[src/rtl/key_pkg.sv]
// Shared types and helpers for the key_reader block: per-key FSM state
// encoding, hold-counter width and the tick divider width calculation.
package key_pkg;

  // Per-key classifier states, fixed 3-bit encoding
  typedef enum logic [2:0] {
    IDLE     = 3'd0,
    PRESS_DB = 3'd1,
    HELD     = 3'd2,
    LONG     = 3'd3,
    REL_DB   = 3'd4
  } key_state_t;

  // Width of the per-key millisecond hold counter (saturates at 4095)
  localparam int MS_CNT_W = 12;

  // Width of the shared 1 ms divider; never below 1 bit so tiny clocks still build
  function automatic int tick_cnt_width(input int clk_hz);
    int div;
    div = clk_hz / 1000;
    return (div <= 2) ? 1 : $clog2(div);
  endfunction

endpackage

[src/rtl/key_reader_if.sv]
// Key pin / event bundle between the board pins, key_reader and the
// application. The slave side is key_reader itself; the master side is
// whatever drives the pins and consumes the events.
interface key_reader_if #(
  parameter int N_KEYS = 3
);

  logic [N_KEYS-1:0] key_n;
  logic [N_KEYS-1:0] key_level;
  logic [N_KEYS-1:0] key_press;
  logic [N_KEYS-1:0] key_release;
  logic [N_KEYS-1:0] key_long;
  logic              tick_1ms;

  modport master (
    output key_n,
    input  key_level, key_press, key_release, key_long, tick_1ms
  );

  modport slave (
    input  key_n,
    output key_level, key_press, key_release, key_long, tick_1ms
  );

endinterface

[src/rtl/key_fsm.sv]
// One key: 2-FF synchroniser, tick-quantised debounce and press / release /
// long-press classification. Optional macro KEY_READER_AUTOREPEAT_EN adds
// periodic key_long repeats while the key stays in LONG.
module key_fsm
  import key_pkg::*;
#(
  parameter int DEBOUNCE_MS = 20,
  parameter int LONG_MS     = 1000
`ifdef KEY_READER_AUTOREPEAT_EN
  ,
  parameter int REPEAT_MS   = 200
`endif
) (
  input  logic clk,
  input  logic res,
  input  logic tick_1ms,
  input  logic key_n,
  output logic key_level,
  output logic key_press,
  output logic key_release,
  output logic key_long
);

  localparam logic [7:0]          DB_LAST   = 8'(DEBOUNCE_MS - 1);
  localparam logic [MS_CNT_W-1:0] HOLD_LAST = MS_CNT_W'(LONG_MS - DEBOUNCE_MS - 1);
`ifdef KEY_READER_AUTOREPEAT_EN
  localparam logic [MS_CNT_W-1:0] REP_LAST  = MS_CNT_W'(REPEAT_MS - 1);
`endif

  logic                sync_q1, sync_q2;
  logic                p;
  key_state_t          state_q, state_d;
  logic [7:0]          db_cnt_q, db_cnt_d;
  logic [MS_CNT_W-1:0] hold_cnt_q, hold_cnt_d;
  logic [MS_CNT_W-1:0] hold_inc;
  logic                from_long_q, from_long_d;
  logic                db_done;
  logic                hold_done;
  logic                rep_done;

  assign p         = ~sync_q2;
  assign db_done   = tick_1ms && (db_cnt_q == DB_LAST);
  assign hold_done = tick_1ms && (hold_cnt_q == HOLD_LAST);
  assign hold_inc  = (hold_cnt_q == '1) ? hold_cnt_q : hold_cnt_q + 1'b1;
`ifdef KEY_READER_AUTOREPEAT_EN
  assign rep_done  = tick_1ms && (hold_cnt_q == REP_LAST);
`else
  assign rep_done  = 1'b0;
`endif

  // Bring the raw pin into the clock domain; preset to released so a key
  // held through reset is seen as a fresh press
  always_ff @(posedge clk or posedge res) begin
    if (res) begin
      sync_q1 <= 1'b1;
      sync_q2 <= 1'b1;
    end else begin
      sync_q1 <= key_n;
      sync_q2 <= sync_q1;
    end
  end

  // State, counters and the "came from LONG" flag
  always_ff @(posedge clk or posedge res) begin
    if (res) begin
      state_q     <= IDLE;
      db_cnt_q    <= '0;
      hold_cnt_q  <= '0;
      from_long_q <= 1'b0;
    end else begin
      state_q     <= state_d;
      db_cnt_q    <= db_cnt_d;
      hold_cnt_q  <= hold_cnt_d;
      from_long_q <= from_long_d;
    end
  end

  // Next-state logic; the hold counter is frozen in REL_DB so a release
  // bounce resumes the hold (and the repeat phase) where it left off
  always_comb begin
    state_d     = state_q;
    db_cnt_d    = db_cnt_q;
    hold_cnt_d  = hold_cnt_q;
    from_long_d = from_long_q;
    case (state_q)
      IDLE: begin
        if (p) begin
          state_d  = PRESS_DB;
          db_cnt_d = '0;
        end
      end
      PRESS_DB: begin
        if (!p) begin
          state_d = IDLE;
        end else if (db_done) begin
          state_d     = HELD;
          hold_cnt_d  = '0;
          from_long_d = 1'b0;
        end else if (tick_1ms) begin
          db_cnt_d = db_cnt_q + 1'b1;
        end
      end
      HELD: begin
        if (!p) begin
          state_d  = REL_DB;
          db_cnt_d = '0;
        end else if (hold_done) begin
          state_d     = LONG;
          hold_cnt_d  = '0;
          from_long_d = 1'b1;
        end else if (tick_1ms) begin
          hold_cnt_d = hold_inc;
        end
      end
      LONG: begin
        if (!p) begin
          state_d  = REL_DB;
          db_cnt_d = '0;
        end else if (rep_done) begin
          hold_cnt_d = '0;
`ifdef KEY_READER_AUTOREPEAT_EN
        end else if (tick_1ms) begin
          hold_cnt_d = hold_inc;
`endif
        end
      end
      REL_DB: begin
        if (p) begin
          state_d = from_long_q ? LONG : HELD;
        end else if (db_done) begin
          state_d = IDLE;
        end else if (tick_1ms) begin
          db_cnt_d = db_cnt_q + 1'b1;
        end
      end
      default: begin
        state_d = IDLE;
      end
    endcase
  end

  // Event pulses fire in the cycle the qualifying transition is taken
  always_comb begin
    key_level   = (state_q == HELD) || (state_q == LONG) || (state_q == REL_DB);
    key_press   = (state_q == PRESS_DB) && p && db_done;
    key_release = (state_q == REL_DB) && !p && db_done;
    key_long    = ((state_q == HELD) && p && hold_done) ||
                  ((state_q == LONG) && p && rep_done);
  end

endmodule

[src/rtl/key_reader.sv]
// Push-button / switch conditioner: shared 1 ms tick divider plus one
// key_fsm per key. Optional macro KEY_READER_AUTOREPEAT_EN enables key_long
// auto-repeat every REPEAT_MS while a key stays held.
module key_reader
  import key_pkg::*;
#(
  parameter int CLK_HZ      = 48000000,
  parameter int N_KEYS      = 3,
  parameter int DEBOUNCE_MS = 20,
  parameter int LONG_MS     = 1000,
  parameter int REPEAT_MS   = 200
) (
  input logic         clk,
  input logic         res,
  key_reader_if.slave bus
);

  localparam int               TICK_W    = tick_cnt_width(CLK_HZ);
  localparam logic [TICK_W-1:0] TICK_LAST = TICK_W'(CLK_HZ / 1000 - 1);

  logic [TICK_W-1:0] tick_cnt;
  logic              tick;
  logic [N_KEYS-1:0] level_v, press_v, release_v, long_v;

  // Catch out-of-range timing parameters at elaboration
  if (DEBOUNCE_MS < 1 || DEBOUNCE_MS > 255 || LONG_MS <= DEBOUNCE_MS ||
      LONG_MS > 4095 || REPEAT_MS < 1 || REPEAT_MS > 4095 || CLK_HZ < 1000) begin : g_bad_cfg
    $error("key_reader: timing parameters out of range");
  end

  assign tick = (tick_cnt == TICK_LAST);

  // Free-running 1 ms divider shared by all keys
  always_ff @(posedge clk or posedge res) begin
    if (res) begin
      tick_cnt <= '0;
    end else if (tick) begin
      tick_cnt <= '0;
    end else begin
      tick_cnt <= tick_cnt + 1'b1;
    end
  end

  for (genvar k = 0; k < N_KEYS; k++) begin : g_key
    key_fsm #(
      .DEBOUNCE_MS (DEBOUNCE_MS),
      .LONG_MS     (LONG_MS)
`ifdef KEY_READER_AUTOREPEAT_EN
      ,
      .REPEAT_MS   (REPEAT_MS)
`endif
    ) u_key (
      .clk         (clk),
      .res         (res),
      .tick_1ms    (tick),
      .key_n       (bus.key_n[k]),
      .key_level   (level_v[k]),
      .key_press   (press_v[k]),
      .key_release (release_v[k]),
      .key_long    (long_v[k])
    );
  end

  assign bus.key_level   = level_v;
  assign bus.key_press   = press_v;
  assign bus.key_release = release_v;
  assign bus.key_long    = long_v;
  assign bus.tick_1ms    = tick;

endmodule
[src/flat_wrapper.sv]
// flat-port wrapper written by rule: the top's interface ports become plain ports
module key_reader_flat import key_pkg::*;
#(
  parameter int CLK_HZ      = 48000000,
  parameter int N_KEYS      = 3,
  parameter int DEBOUNCE_MS = 20,
  parameter int LONG_MS     = 1000,
  parameter int REPEAT_MS   = 200
)
  (clk, res, bus_key_n, bus_key_level, bus_key_press, bus_key_release, bus_key_long, bus_tick_1ms);
  key_reader_if #(.N_KEYS(N_KEYS)) bus_i ();
  input logic clk;
  input logic res;
  input wire logic [$bits(bus_i.key_n)-1:0] bus_key_n;
  output wire logic [$bits(bus_i.key_level)-1:0] bus_key_level;
  output wire logic [$bits(bus_i.key_press)-1:0] bus_key_press;
  output wire logic [$bits(bus_i.key_release)-1:0] bus_key_release;
  output wire logic [$bits(bus_i.key_long)-1:0] bus_key_long;
  output wire logic [$bits(bus_i.tick_1ms)-1:0] bus_tick_1ms;
  assign bus_i.key_n = bus_key_n;
  assign bus_key_level = bus_i.key_level;
  assign bus_key_press = bus_i.key_press;
  assign bus_key_release = bus_i.key_release;
  assign bus_key_long = bus_i.key_long;
  assign bus_tick_1ms = bus_i.tick_1ms;
  key_reader #(.CLK_HZ(CLK_HZ), .N_KEYS(N_KEYS), .DEBOUNCE_MS(DEBOUNCE_MS), .LONG_MS(LONG_MS), .REPEAT_MS(REPEAT_MS)) u_core (.clk(clk), .res(res), .bus(bus_i));
endmodule
[config.mk]
export PLATFORM = sky130hd
export DESIGN_NAME = key_reader_flat
export DESIGN_NICKNAME = d
export VERILOG_FILES = /design/src/rtl/key_pkg.sv /design/src/rtl/key_reader_if.sv /design/src/rtl/key_fsm.sv /design/src/rtl/key_reader.sv /design/src/flat_wrapper.sv
export SDC_FILE = /design/constraint.sdc
export NUM_CORES = 1
export LEC_CHECK = 0
export CAP_MARGIN = 20
export CELL_PAD_IN_SITES_DETAIL_PLACEMENT = 0
export CELL_PAD_IN_SITES_GLOBAL_PLACEMENT = 1
export CORE_ASPECT_RATIO = 0.5
export CORE_MARGIN = 2
export CORE_UTILIZATION = 48
export DETAILED_ROUTE_END_ITERATION = 8
export PLACE_DENSITY_LB_ADDON = 0.1
export SYNTH_ARGS = -nofsm -noshare
export SYNTH_HDL_FRONTEND = slang
export SYNTH_SLANG_ARGS = --single-unit
[constraint.sdc]
create_clock -name clk -period 3.7 [get_ports clk]
set_input_delay 0.555 -clock clk [delete_from_list [all_inputs] [get_ports clk]]
set_output_delay 0.555 -clock clk [all_outputs]
set_load 0.05 [all_outputs]
==> results.sh, run 1 <==
export IMPL_fp_dieW_um=156
export IMPL_grt_pass1_vias=4269
export IMPL_cts_root_buf="clkbuf_16"
export IMPL_num_vias=4654
export IMPL_r2r_end="u_core.g_key[2].u_key.db_cnt_q[5]"
export IMPL_ys_ff_latch=94
export IMPL_syn_area_per_cell_um2=8.68
export IMPL_synth_area_leaders="dfrtp_1 40%, a21oi_1 5.1%, nand2_1 4.3%, o21ai_0 3.6%, nand3_1 3.1%"
export IMPL_critPathMaxFanout=19
export IMPL_grt_util_all_layers=0.205
export IMPL_syn_area_um2=5560
export IMPL_fmax_mhz=304
export IMPL_intPower_w=0.00167
export IMPL_syn_instance_count=640
export IMPL_power_leakage_nw=2.48
export IMPL_cp_required_ns=3.14
export IMPL_synth_edf_count=0
export IMPL_tns_ns=0
export IMPL_power_frac_comb=0.072
export IMPL_yosys_warnings=0
export IMPL_cp_start_kind="flop"
export IMPL_drt_vias_per_instance=5.93
export IMPL_port_buffers=17
export IMPL_setup_slack_ns=0.407
export IMPL_power_switching_w=0.000522
export IMPL_ys_seq_area_frac=0.425
export IMPL_fp_dieArea_um2=12500
export IMPL_synth_area_leader_cell="dfrtp_1"
export IMPL_drive_above_1_share=0.0875
export IMPL_cts_sinks=94
export IMPL_pwr_share_seq=0.503
export IMPL_cap_violations=0
export IMPL_coreArea_um2=11100
export IMPL_ioPinCount=18
export IMPL_worstSetupEndpointType="primary output"
export IMPL_grt_overflow_total=0
export IMPL_regToRegSetupSlack_ns=0.83
export IMPL_post_drt_wl_per_cell_um=15.4
export IMPL_drtAntennaViolNets=0
export IMPL_cts_repair_resized=0
export IMPL_nets=647
export IMPL_post_place_ws_ns=0.794
export IMPL_cts_made_buffers=9
export IMPL_clkTransAtPathRegs_ns=0.06
export IMPL_grt_pass1_wl_um=20600
export IMPL_drt_iter0_markers=235
export IMPL_drc=0
export IMPL_finalHoldViolations=0
export IMPL_cts_htree_levels=3
export IMPL_clkPwrFrac=0.424
export IMPL_initial_utilization=0.498
export IMPL_worstSetupPathType="reg -> out"
export IMPL_critical_path_arrival_ns=2.74
export IMPL_cellPowerDensity_nw_per_um2=356
export IMPL_worst_slew_pin_slew_ns=1.02
export IMPL_synth_top_cell_area_share=0.396
export IMPL_rsz0062_at_grt="false"
export IMPL_cts_tree="built"
export IMPL_post_cts_buffers=0
export IMPL_synth_nets=652
export IMPL_layout_commonest_cell="dfrtp_1"
export IMPL_fin_skew_ns=0.00693
export IMPL_die_h_um=80.1
export IMPL_ys_types=65
export IMPL_rows=27
export IMPL_gp_congestion=0.833
export IMPL_area_growth_pct=10.7
export IMPL_hpwl_um=7980
export IMPL_layout_common_cells="88 x dfrtp_1, 64 x nand2_1, 57 x a21oi_1, 42 x nor2_1, 40 x o21ai_0"
export IMPL_min_period_ns=3.29
export IMPL_min_delay_start="u_core.g_key[0].u_key.sync_q1"
export IMPL_rr_worst_depth=7
export IMPL_status="finished, final reports clean"
export IMPL_min_to="u_core.g_key[0].u_key.sync_q2"
export IMPL_holdBufCountCts=0
export IMPL_async_flop_share=1.00
export IMPL_max_vdd_ir_drop_v=0.000185
export IMPL_holdPathStages=0
export IMPL_grt_antenna_before_repair=0
export IMPL_setup_viol=0
export IMPL_swShare=0.238
export IMPL_holdCritPathClass="reg -> reg"
export IMPL_fin_crit_sh=0.890
export IMPL_maxSlewViolCount=0
export IMPL_cts_buffer_depth=2
export IMPL_drt_total_wl_um=12100
export IMPL_clk_latency_ns=0.34
export IMPL_dr_pass1_iters=5
export IMPL_reg2reg_from="u_core.tick_cnt[0]"
export IMPL_grt_max_degree=50
export IMPL_num_antenna_cells=0
export IMPL_timing_hold_ws_ns=0.357
export IMPL_max_slew_margin=0.320
export IMPL_synthFlopType="dfrtp_1"
==> critical path, cell delays in order, from the launching register on <==
cell     delay [ns]
dfrtp_1        0.42
ha_1           0.27
nand4_1        0.12
or4_1          0.58
inv_2          0.32
buf_4          0.25
and4_1         0.28
buf_12         0.16
==> state kept, by name (all words and copies together), names as in the netlist <==
| name | flops |
|---|---|
| u_core.g_key.u_key.state_q | 9 |
| u_core.tick_cnt | 16 |
| u_core.g_key.u_key.sync_q1 | 3 |
| u_core.g_key.u_key.sync_q2 | 3 |
| u_core.g_key.u_key.db_cnt_q | 24 |
| u_core.g_key.u_key.from_long_q | 3 |
| u_core.g_key.u_key.hold_cnt_q | 36 |
==> through the flow <==
stage	instances	utilization	power, W	instance area [um^2]
floorplan	640	-	0.00124	5560
global route	785	0.552	0.00230	6150
CTS	784	0.551	0.00222	6140
detailed placement	768	0.525	0.00128	5850
finish	785	0.552	0.00219	6150
global placement	768	0.525	0.00128	5850
==> kinds of logic after synthesis <==
group	Yosys count	synth area share
AO/OA/AOI/OAI	163	0.180
XOR/XNOR	14	0.0221
adder cells (fa/ha/maj)	7	0.0158
buffers and inverters	65	0.0547
flip-flops	94	0.425
multiplexers	14	0.0259
AND/OR/NAND/NOR	283	0.277
==> synthesized netlist by cell type (all sizes together), types with 14 or more instances <==
cell type,instances
dfrtp,88
nand2,64
a21oi,57
nor2,42
o21ai,41
nand3,34
nand4,24
clkbuf,23
inv,22
buf,20
and3,15
or3,15
nand2b,14
==> area by class of cell <==
class / count / area (um^2)
Clock buffer: 12 / 246
Sequential cell: 94 / 2360
Clock inverter: 4 / 47.5
Multi-Input combinational cell: 481 / 2900
Tap cell: 145 / 181
Inverter: 22 / 85.1
Timing Repair Buffer: 27 / 333
Fill cell: 1018 / 5000
==> power groups by stage <==
stage / Sequential (W) / Clock (W) / Combinational [W]
floorplan: 0.00110 / 0 / 0.000139
global placement: 0.00112 / 0 / 0.000157
detailed placement: 0.00112 / 0 / 0.000158
CTS: 0.00110 / 0.000956 / 0.000158
global route: 0.00111 / 0.00100 / 0.000184
finish: 0.00110 / 0.000929 / 0.000159
==> routing by layer <==
metal / up-vias / wire length (um) / track usage
met5: - / 0 / 0
met4: 0 / 90 / 0.0459
met3: 6 / 446 / 0.0513
met2: 69 / 5280 / 0.323
met1: 2238 / 6240 / 0.288
li1: 2341 / - / -
==> worst max path at each step <==
stage                                  start                           endpoint  slack, ns
after floorplan                          res  u_core.g_key[0].u_key.db_cnt_q[0]       0.71
after global placement    u_core.tick_cnt[0]  u_core.g_key[0].u_key.db_cnt_q[5]       0.86
after detailed placement  u_core.tick_cnt[0]  u_core.g_key[0].u_key.db_cnt_q[5]       0.79
after CTS                 u_core.tick_cnt[0]                    bus_key_long[2]       0.41
after global routing      u_core.tick_cnt[1]                    bus_key_long[2]       0.31
final                     u_core.tick_cnt[0]                    bus_key_long[2]       0.41
(Power assumes the default switching activity.)
==> inputs of run 2 (changes only) <==
- CTS_CLUSTER_SIZE: not set -> 25
==> results of run 2 <==
No change in the layout: final DEF, timing and power equal those of run 1.
==> inputs of run 3 (changes only) <==
- CELL_PAD_IN_SITES_DETAIL_PLACEMENT: 0 -> not set
- CELL_PAD_IN_SITES_GLOBAL_PLACEMENT: 1 -> not set
- CORE_UTILIZATION: 48 -> 50
- PLACE_DENSITY: not set -> 0.67
- PLACE_DENSITY_LB_ADDON: 0.1 -> not set
==> results.sh, run 3 (same netlist as run 1, synthesis figures left out) <==
export IMPL_status="finished, final reports clean"
export IMPL_reg2reg_from="u_core.tick_cnt[0]"
export IMPL_area_growth_pct=10.3
export IMPL_place_area_um2=5810
export IMPL_setup_viol=0
export IMPL_cts_buffer_depth=2
export IMPL_pwr_share_seq=0.494
export IMPL_cp_startpoint="u_core.tick_cnt[0]"
export IMPL_multi_input_area_um2=2900
export IMPL_worstSetupEndpointType="primary output"
export IMPL_cts_tree="built"
export IMPL_fin_crit_sh=0.876
export IMPL_rr_worst_depth=7
export IMPL_critPathMaxFanout=18
export IMPL_largest_register_ffs=36
export IMPL_num_vias=4657
export IMPL_holdPathStages=0
export IMPL_fp_dieArea_um2=12000
export IMPL_drc=0
export IMPL_largestRegisters="u_core.g_key.u_key.hold_cnt_q x36, u_core.g_key.u_key.db_cnt_q x24, u_core.tick_cnt x16"
export IMPL_intPower_w=0.00169
export IMPL_dr_pass1_iters=5
export IMPL_power_frac_comb=0.071
export IMPL_maxSlewViolCount=0
export IMPL_ioPinCount=18
export IMPL_cellPowerDensity_nw_per_um2=364
export IMPL_hpwl_um=7800
export IMPL_drt_total_wl_um=11500
export IMPL_rsz0062_at_grt="false"
export IMPL_finalHoldViolations=0
export IMPL_grt_pass1_vias=4271
export IMPL_crit_end="bus_key_release[2]"
export IMPL_layout_commonest_cell="dfrtp_1"
export IMPL_fp_dieW_um=153
export IMPL_top_register="u_core.g_key.u_key.hold_cnt_q"
export IMPL_num_antenna_cells=0
export IMPL_cts_made_buffers=9
export IMPL_fmax_mhz=308
export IMPL_postLayoutCellArea_um2=6130
export IMPL_drt_iter0_markers=300
export IMPL_layout_common_cells="88 x dfrtp_1, 64 x nand2_1, 57 x a21oi_1, 42 x nor2_1, 40 x o21ai_0"
export IMPL_port_buffers=17
export IMPL_drt_vias_per_instance=5.95
export IMPL_die_h_um=78.5
export IMPL_fin_skew_ns=0.00613
export IMPL_rows=27
export IMPL_grt_pass1_wl_um=20300
export IMPL_cp_start_kind="flop"
export IMPL_cts_root_buf="clkbuf_16"
export IMPL_grt_util_all_layers=0.206
export IMPL_cts_repair_resized=0
export IMPL_power_switching_w=0.000540
export IMPL_clkTransAtPathRegs_ns=0.07
export IMPL_regToRegSetupSlack_ns=0.90
export IMPL_post_cts_buffers=0
export IMPL_cts_sinks=94
export IMPL_coreArea_um2=10900
export IMPL_worstSetupPathType="reg -> out"
export IMPL_seq_area_um2=2360
export IMPL_initial_utilization=0.509
export IMPL_clkPwrFrac=0.435
export IMPL_drive_above_1_share=0.0862
export IMPL_clk_latency_ns=0.35
export IMPL_fillers=997
export IMPL_tns_ns=0
export IMPL_holdCritPathClass="reg -> reg"
export IMPL_worst_slew_pin_slew_ns=0.905
export IMPL_power_leakage_nw=2.47
export IMPL_grt_max_degree=66
export IMPL_max_vdd_ir_drop_v=0.000187
export IMPL_gp_congestion=0.838
export IMPL_drtAntennaViolNets=0
export IMPL_holdBufCountCts=0
export IMPL_r2r_end="u_core.g_key[2].u_key.db_cnt_q[5]"
export IMPL_grt_overflow_total=0
export IMPL_cap_violations=0
export IMPL_grt_antenna_before_repair=0
export IMPL_cp_required_ns=3.14
export IMPL_nets=645
export IMPL_max_slew_margin=0.397
export IMPL_totalPowerFinal_w=0.00223
export IMPL_post_drt_wl_per_cell_um=14.7
export IMPL_swShare=0.242
export IMPL_min_period_ns=3.24
export IMPL_cts_htree_levels=3
export IMPL_critical_path_arrival_ns=2.69
run 3: cell count changes in the layout (fill, tap and decap cells not counted):
cell,change
clkinvlp_4,-1
clkinv_4,+1
inv_6,+1
clkbuf_1,-1
buf_12,-2
clkinv_2,-1
clkbuf_8,+1
run 3: stage by stage:
stage / worst slack, ns / utilization / hold slack (ns) / cells
after floorplan: 0.706 / - / 0.345 / 640
after global routing: 0.260 / 0.561 / 0.365 / 783
after global placement: 0.885 / 0.532 / 0.347 / 766
after CTS: 0.438 / 0.561 / 0.356 / 782
final: 0.457 / 0.561 / 0.356 / 783
after detailed placement: 0.835 / 0.532 / 0.347 / 766
run 3: worst min-delay path by stage:
| stage | slack [ns] | startpoint | to |
|---|---|---|---|
| final | 0.36 | u_core.g_key[0].u_key.sync_q1 | u_core.g_key[0].u_key.sync_q2 |
| after global routing | 0.36 | u_core.g_key[0].u_key.sync_q1 | u_core.g_key[0].u_key.sync_q2 |
| after CTS | 0.36 | u_core.g_key[2].u_key.sync_q1 | u_core.g_key[2].u_key.sync_q2 |
| after detailed placement | 0.35 | u_core.g_key[1].u_key.sync_q1 | u_core.g_key[1].u_key.sync_q2 |
| after global placement | 0.35 | u_core.g_key[2].u_key.sync_q1 | u_core.g_key[2].u_key.sync_q2 |
| after floorplan | 0.35 | u_core.g_key[0].u_key.sync_q1 | u_core.g_key[0].u_key.sync_q2 |
run 3: cell type report:
class                      count  share of cell area
sequential                    94               0.385
multi-input combinational    481               0.473
timing repair buffer          25              0.0478
clock inverter                 4             0.00858
inverter                      22              0.0139
tap                          145              0.0296
clock buffer                  12              0.0419
run 3: critical path: stages, from the launching register on:
cell and delay, ns:
dfrtp_1 0.41, ha_1 0.27, nand4_1 0.09, or4_1 0.55
inv_2 0.24, buf_4 0.27, nand2_1 0.10, nor2_1 0.22
buf_12 0.17
run 3: routing by layer:
metal	vias up	GRT usage	routed length [um]
met4	0	0.0509	76
li1	2341	-	-
met1	2243	0.287	5880
met2	67	0.318	5130
met5	-	0	0
met3	6	0.0580	407
run 3: power groups by stage:
stage	registers, W	logic [W]	clock network [W]
2_1_floorplan	0.00110	0.000139	0
3_3_place_gp	0.00112	0.000154	0
3_5_place_dp	0.00112	0.000157	0
4_1_cts	0.00110	0.000157	0.000994
5_1_grt	0.00111	0.000183	0.00104
6_report	0.00110	0.000159	0.000970
